### src/rtl/pipelined_tree_multiplier_pkg.sv
// Shared constants and elaboration-time helpers for the pipelined tree multiplier.
package mult_pkg;

  localparam int LATENCY = 3;

  typedef logic [5:0] lvl_cnt_t;

  // Rows remaining after one level of 3:2 compression.
  function automatic int rows_after(input int n);
    return (n / 3) * 2 + (n % 3);
  endfunction

  function automatic int rows_at_level(input int n, input int lvl);
    int r;
    r = n;
    for (int i = 0; i < lvl; i++) begin
      r = rows_after(r);
    end
    return r;
  endfunction

  function automatic lvl_cnt_t tree_levels(input int n);
    lvl_cnt_t cnt;
    int r;
    cnt = '0;
    r = n;
    for (int i = 0; i < 32; i++) begin
      if (r > 2) begin
        r = rows_after(r);
        cnt = cnt + lvl_cnt_t'(1);
      end
    end
    return cnt;
  endfunction

  // Baugh-Wooley constant for w-bit signed operands: 2^w + 2^(2w-1), modulo 2^(2w).
  function automatic logic [63:0] bw_correction(input int w);
    return (64'd1 << w) | (64'd1 << (2 * w - 1));
  endfunction

endpackage

### src/rtl/pipelined_tree_multiplier_csa_3to2.sv
// Purpose: bit-parallel 3:2 carry-save adder; a + b + c == sum + carry (mod 2^WIDTH).
// Latency: combinational.
// Backpressure: none, pure datapath.
module csa_3to2 #(
  parameter int WIDTH = 16
) (
  input  logic [WIDTH-1:0] a,
  input  logic [WIDTH-1:0] b,
  input  logic [WIDTH-1:0] c,
  output logic [WIDTH-1:0] sum,
  output logic [WIDTH-1:0] carry
);

  logic [WIDTH-1:0] maj;

  assign sum   = a ^ b ^ c;
  assign maj   = (a & b) | (a & c) | (b & c);
  assign carry = maj << 1;

endmodule

### src/rtl/pipelined_tree_multiplier.sv
// Purpose: WIDTH x WIDTH signed/unsigned Wallace tree multiplier with sideband tag.
// Latency: 3 cycles (S1 partial products, S2 carry-save tree, S3 final add).
// Backpressure: single global advance; every stage freezes while the output is stalled.
module pipelined_tree_multiplier
  import mult_pkg::*;
#(
  parameter int WIDTH = 8,
  parameter int TAG_W = 4
) (
  input  logic               clk,
  input  logic               rst,
  input  logic               in_valid,
  output logic               in_ready,
  input  logic [WIDTH-1:0]   in_a,
  input  logic [WIDTH-1:0]   in_b,
  input  logic               in_signed,
  input  logic [TAG_W-1:0]   in_tag,
  output logic               out_valid,
  input  logic               out_ready,
  output logic [2*WIDTH-1:0] out_p,
  output logic [TAG_W-1:0]   out_tag
);

  localparam int PW = 2 * WIDTH;
  localparam int NLEV = int'(tree_levels(WIDTH));
  localparam logic [63:0] BW_CORR = bw_correction(WIDTH);

  typedef struct packed {
    logic                        vld;
    logic [TAG_W-1:0]            tag;
    logic [WIDTH-1:0][WIDTH:0]   rows;
  } s1_t;

  typedef struct packed {
    logic             vld;
    logic [TAG_W-1:0] tag;
    logic [PW-1:0]    sum;
    logic [PW-1:0]    carry;
  } s2_t;

  typedef struct packed {
    logic             vld;
    logic [TAG_W-1:0] tag;
    logic [PW-1:0]    p;
  } s3_t;

  s1_t  s1_d, s1_q;
  s2_t  s2_d, s2_q;
  s3_t  s3_d, s3_q;
  logic adv;

  assign adv      = !s3_q.vld || out_ready;
  assign in_ready = adv;

  // Row j holds a & b[j]; in signed mode bits pairing exactly one sign bit are
  // inverted, and the spare top bit of rows 0 and WIDTH-1 carries the correction.
  always_comb begin
    s1_d     = '0;
    s1_d.vld = in_valid;
    s1_d.tag = in_tag;
    for (int j = 0; j < WIDTH; j++) begin
      for (int i = 0; i < WIDTH; i++) begin
        s1_d.rows[j][i] = (in_a[i] & in_b[j]) ^
                          (in_signed & ((i == WIDTH - 1) != (j == WIDTH - 1)));
      end
      s1_d.rows[j][WIDTH] = in_signed & BW_CORR[j + WIDTH];
    end
  end

  logic [PW-1:0] tree [NLEV+1][WIDTH];

  for (genvar j = 0; j < WIDTH; j++) begin : g_row
    assign tree[0][j] = {{(WIDTH-1){1'b0}}, s1_q.rows[j]} << j;
  end

  for (genvar l = 0; l < NLEV; l++) begin : g_lvl
    localparam int N  = rows_at_level(WIDTH, l);
    localparam int NG = N / 3;
    localparam int NN = rows_after(N);

    for (genvar g = 0; g < NG; g++) begin : g_csa
      csa_3to2 #(
        .WIDTH (PW)
      ) u_csa (
        .a     (tree[l][3*g]),
        .b     (tree[l][3*g+1]),
        .c     (tree[l][3*g+2]),
        .sum   (tree[l+1][2*g]),
        .carry (tree[l+1][2*g+1])
      );
    end

    for (genvar r = 0; r < N % 3; r++) begin : g_pass
      assign tree[l+1][2*NG+r] = tree[l][3*NG+r];
    end

    for (genvar r = NN; r < WIDTH; r++) begin : g_zero
      assign tree[l+1][r] = '0;
    end
  end

  always_comb begin
    s2_d       = '0;
    s2_d.vld   = s1_q.vld;
    s2_d.tag   = s1_q.tag;
    s2_d.sum   = tree[NLEV][0];
    s2_d.carry = tree[NLEV][1];
  end

  always_comb begin
    s3_d     = '0;
    s3_d.vld = s2_q.vld;
    s3_d.tag = s2_q.tag;
    s3_d.p   = s2_q.sum + s2_q.carry;
  end

  always_ff @(posedge clk) begin
    if (rst) begin
      s1_q.vld <= 1'b0;
      s2_q.vld <= 1'b0;
      s3_q     <= '0;
    end else if (adv) begin
      s1_q <= s1_d;
      s2_q <= s2_d;
      s3_q <= s3_d;
    end
  end

  assign out_valid = s3_q.vld;
  assign out_p     = s3_q.p;
  assign out_tag   = s3_q.tag;

endmodule

### config.mk
export PLATFORM = sky130hd
export DESIGN_NAME = pipelined_tree_multiplier
export DESIGN_NICKNAME = d
export VERILOG_FILES = /design/src/rtl/pipelined_tree_multiplier_pkg.sv /design/src/rtl/pipelined_tree_multiplier_csa_3to2.sv /design/src/rtl/pipelined_tree_multiplier.sv
export SDC_FILE = /design/constraint.sdc
export NUM_CORES = 1
export LEC_CHECK = 0
export BUFFER_PORTS_ARGS = -buffer_cell sky130_fd_sc_hd__buf_2
export CAP_MARGIN = 30
export CORE_MARGIN = 2
export CORE_UTILIZATION = 24
export DETAILED_ROUTE_END_ITERATION = 10
export GPL_ROUTABILITY_DRIVEN = 0
export PLACE_DENSITY_LB_ADDON = 0.05
export SYNTH_ARGS = -nofsm -noshare
export SYNTH_HDL_FRONTEND = slang
export SYNTH_SLANG_ARGS = --single-unit
### constraint.sdc
create_clock -name clk -period 7.7 [get_ports clk]
set_input_delay 0.385 -clock clk [delete_from_list [all_inputs] [get_ports clk]]
set_output_delay 0.385 -clock clk [all_outputs]
set_load 0.02 [all_outputs]
# == Word-level counts from Yosys, hierarchy flattened ==
# Index checks and enable logic that the tools add are counted.
# totals
register_bits,128
input_bits,25
wordCells,142
# op_classes
add_sub_neg,1
bitwise_logic,121
n_reduce_logical,3
# op_table
operator,n
bitwise AND 15 bit,10
bitwise OR 15 bit,10
XOR 16 bit,7
bitwise AND 1 bit,64
bitwise AND 9 x 10 -> 10 bit,2
adder 16 bit,1
XOR 16 x 14 -> 16 bit,1
bitwise AND 14 x 15 -> 15 bit,1
bitwise AND 15 x 14 -> 15 bit,1
bitwise OR 15 x 10 -> 15 bit,1
bitwise OR 15 x 13 -> 15 bit,1
XOR 1 bit,14
bitwise AND 11 x 13 -> 13 bit,1
bitwise AND 12 x 13 -> 13 bit,1
XOR 12 x 13 -> 13 bit,1
bitwise AND 11 x 12 -> 12 bit,1
XOR 11 x 12 -> 12 bit,1
XOR 9 x 10 -> 10 bit,1
bitwise AND 9 bit,1
XOR 9 bit,1
AND reduction 2 bit,1
logical NOT 1 bit,1
logical OR 1 bit,1
NOT 1 bit,1

# == Logic depth before layout (Yosys ltp) ==
# depth
depth_word,12
depth_mapped,7
depth_no_buf,7

# == Hierarchy ==
# From an unflattened synthesis, not the netlist that was laid out.
# unflattened
hier_cells,469
hier_area_um2,7134.3
# modules_own_cells
mod,instances,cells_each,area_each_um2,seq_area_each_um2
pipelined_tree_multiplier,1,361,5122.4,3613.5
csa_3to2,6,18,335.3,0.0

# == Worst setup path after synthesis ==
# OpenSTA, ideal clock, no wires.
# synth_timing
path_kind,reg2reg
start,register s3_q (netlist bit out_valid)
end,register s1_q[0] in the netlist's numbering (enable)
setup_ns,0.560
arrival_time_ns,5.080
setup_slack_ns,2.060
stages_incl_launch_ff,5
path_cell_list,dfxtp_1 nor2b_1 clkbuf_1 clkbuf_1 nor2_1
# synth_via
elab_chain_len,3
# synth_lines
item,line_no,rtl
"start, declared",pipelined_tree_multiplier.sv:49,"s3_t s3_d, s3_q;"
"start signal, assigned",pipelined_tree_multiplier.sv:121,s3_q <= '0;
"start signal, assigned",pipelined_tree_multiplier.sv:125,s3_q <= s3_d;
logical NOT 1 bit,pipelined_tree_multiplier.sv:52,assign adv = !s3_q.vld || out_ready;
logical OR 1 bit,pipelined_tree_multiplier.sv:52,
AND reduction 2 bit (no line),--,
"end, declared",pipelined_tree_multiplier.sv:47,"s1_t s1_d, s1_q;"
# Every way passes these cells.
# A chain may end at the register's enable or synchronous reset.

# == Worst setup path in the final report ==
# layout_timing
start,register s1_q[48] in the netlist's numbering
end,register s2_q[24] in the netlist's numbering (data pin)
# layout_via
elab_chain_len,6
# layout_lines
item,line_no,rtl
XOR 12 x 13 -> 13 bit,pipelined_tree_multiplier_csa_3to2.sv:16,assign sum = a ^ b ^ c;
XOR 16 bit (5 in series),pipelined_tree_multiplier_csa_3to2.sv:16,
named net g_lvl[3].g_csa[0].u_csa.sum[8],pipelined_tree_multiplier_csa_3to2.sv:10,"output logic [WIDTH-1:0] sum,"
"end, declared",pipelined_tree_multiplier.sv:48,"s2_t s2_d, s2_q;"
# The timed path passes the listed nets, and every way through them passes these cells.

==> impl_metrics.tcl <==
set metrics [dict create \
    first_iter_violations 169 \
    cts_tree "built" \
    antenna_left 0 \
    timing.critical_path.required_ns 7.85 \
    first_global_vias 3413 \
    ys_warn_count 0 \
    area_delta_synth_final_pct 21.20 \
    arrival_ns 2.88 \
    antenna_found_initial 0 \
    postSynth.asyncResetShare_pct 0 \
    finalCritPeriodShare_pct 35.44 \
    grt_use_total_pct 10.16 \
    critical_path_class "reg -> reg" \
    row_count 57 \
    skew_ns 0.008875 \
    start_util_pct 24.36 \
    cts_setup_buffers 0 \
    yosysUniqueCellTypes 37 \
    grt_max_degree 60 \
    die_width_um 160.7 \
    drv_slew 0 \
    core-area_um2 24180 \
    max-vdd-ir-drop_v 0.0001309 \
    place_hpwl_um 8440 \
    rsz0062_at_grt "no" \
    ios 47 \
    synth-seq-cells 123 \
    outcome "completed" \
    finalSetupTns_ns 0 \
    ctsResizeCount 0 \
    cp_max_fo 1 \
    cts-htree-levels 4 \
    leakagePower_nw 2.902 \
    layout-drive-gt1-share_pct 17.62 \
    cp-end-kind "register" \
    finalHoldViolCount 0 \
    vias_per_cell 3.895 \
    grt_pass1_wl_um 19540 \
    post_synth.cell_area_avg_um2 13.51 \
    p_per_area_nw_per_um2 319.6 \
    die-area_um2 25810 \
    num_vias 3229 \
    synth_nets 525 \
    postSynthCellCount 436 \
    route.detailed.drc 0 \
    ys_seq_area_share_pct 58.81 \
    pre_cts_slack_ns 4.965 \
    fin_hold_ws_ns 0.1428 \
    numCtsBuffers 17 \
    ctsRootBufferMaster "clkbuf_16" \
    worst_slew_pin_slew_ns 0.7766 \
    fmax_mhz 366.4 \
    cts.sinks 123 \
    netlist_area_um2 5889 \
    finalSetupViolCount 0 \
    dr.pass1.iters 6 \
    period_minus_slack_ns 2.729 \
    maxSlewHeadroom_pct 48.23 \
    grt-ovfl-total 0 \
    finalPower_mw 2.281 \
    synth-edff-count 100 \
    wl_um 12300 \
    clk_latency_ns 0.42 \
    num-nets-final 581 \
    die_h_um 160.7 \
    diodes 0 \
    ctsHoldBuffers 0 \
    timing.final.ws_setup_ns 4.971 \
    cts.path.max_buffers 2 \
    cts.reportedPaths.clkPinSlew_ns 0.06 \
    io_buffers 46 \
    worstHoldPathType "in -> reg" \
    maxCapViolCount 0 \
    wl_per_cell_um 14.83 \
    ys.flop_type "edfxtp_1" \
    start_kind "register" \
]
[critical path, stage by stage (launching register included)]
cell and delay, ns:
edfxtp_1 0.39, fa_1 0.53, fa_1 0.55, inv_1 0.05, fa_1 0.47, inv_1 0.05
fa_1 0.43
[cell usage in the layout (no fill, tap or decap), types with 2 or more instances in the layout]
master     instances
edfxtp_1         100
ha_1              24
clkbuf_8           2
nor2_1             6
clkinv_2           2
clkinv_4           5
clkbuf_16         20
dfxtp_1           23
xnor2_1           21
nand3_1            3
fa_1              40
nand2_1           54
and2_1            50
buf_4              3
nor3_1             2
a211oi_1           2
nor4b_1            2
inv_1             49
a211oi_2           2
a21oi_1           23
buf_2             46
a21o_1             3
and3_1             2
[metal layers]
layer / vias up / global-route usage [%] / part of all wire (%)
li1: 1569 / - / -
met1: 1584 / 13.93 / 51
met2: 62 / 15.36 / 44
met3: 14 / 2.815 / 3.9
met4: 0 / 3.808 / 1.5
met5: - / 0 / 0
[layout make-up]
class / instances / area (um^2)
Clock inverter: 10 / 98.84
Clock buffer: 22 / 528.0
Multi-Input combinational cell: 251 / 2202
Tap cell: 324 / 405.4
Sequential cell: 123 / 3463
Inverter: 50 / 187.7
Fill cell: 2473 / 17040
Timing Repair Buffer: 49 / 252.7
[stage by stage]
step           utilization (%)  area [um^2]  std cells
6_report                 29.52         7138        829
2_1_floorplan                -         5889        436
5_1_grt                  29.52         7138        829
3_3_place_gp             26.93         6511        797
4_1_cts                  29.52         7138        829
3_5_place_dp             26.93         6511        797
[synth_stat cells, types with 2 or more instances]
cell type,n,area [um^2]
edfxtp_1,100,3003
a211oi_2,2,25.02
a211oi_1,2,15.01
nor2_1,7,26.28
nor4b_1,2,17.52
buf_1,2,7.510
a21o_1,3,22.52
nand3_1,3,15.01
inv_1,49,183.9
and3_1,2,12.51
a21oi_1,23,115.1
nand2_1,54,202.7
and2_1,50,312.8
xnor2_1,21,183.9
nor3_1,2,10.01
dfxtp_1,23,460.4
ha_1,24,300.3
fa_1,40,800.8
clkbuf_1,9,33.78
[registers in the layout (all words and copies together) (netlist names)]
signal,flops
s1_q,70
s2_q,32
out_p,16
out_tag,4
out_valid,1
[worst paths after layout]
path | startpoint | to | slack [ns] | cells after the start
worst min register to register | s1_q[75] | s2_q[35] | 0.42 | 0
worst max register to register | s1_q[48] | s2_q[24] | 4.97 | 6
worst max-delay path | s1_q[48] | s2_q[24] | 4.97 | 6
worst min-delay path | in_tag[0] | s1_q[72] | 0.14 | 1
[report_power, final]
group / total [mW] / leakage (nW) / switching [mW] / internal [mW]
registers: 0.887 / 1.19 / 0.0401 / 0.847
clock network: 0.823 / 0.312 / 0.301 / 0.522
logic: 0.571 / 1.40 / 0.333 / 0.238
total: 2.28 / 2.90 / 0.674 / 1.61
[cells by family after synthesis]
| kind of cell | after synthesis | share of synthesized area, % |
|---|---|---|
| and+or+nand+nor | 124 | 10.62 |
| DFF | 123 | 58.81 |
| adders and majority gates | 64 | 18.70 |
| buffers and inverters | 62 | 3.973 |
| AOI/OAI and AO/OA | 41 | 4.504 |
| xor gates and xnor gates | 22 | 3.399 |
Note: power is estimated with default switching activity, not from simulation.
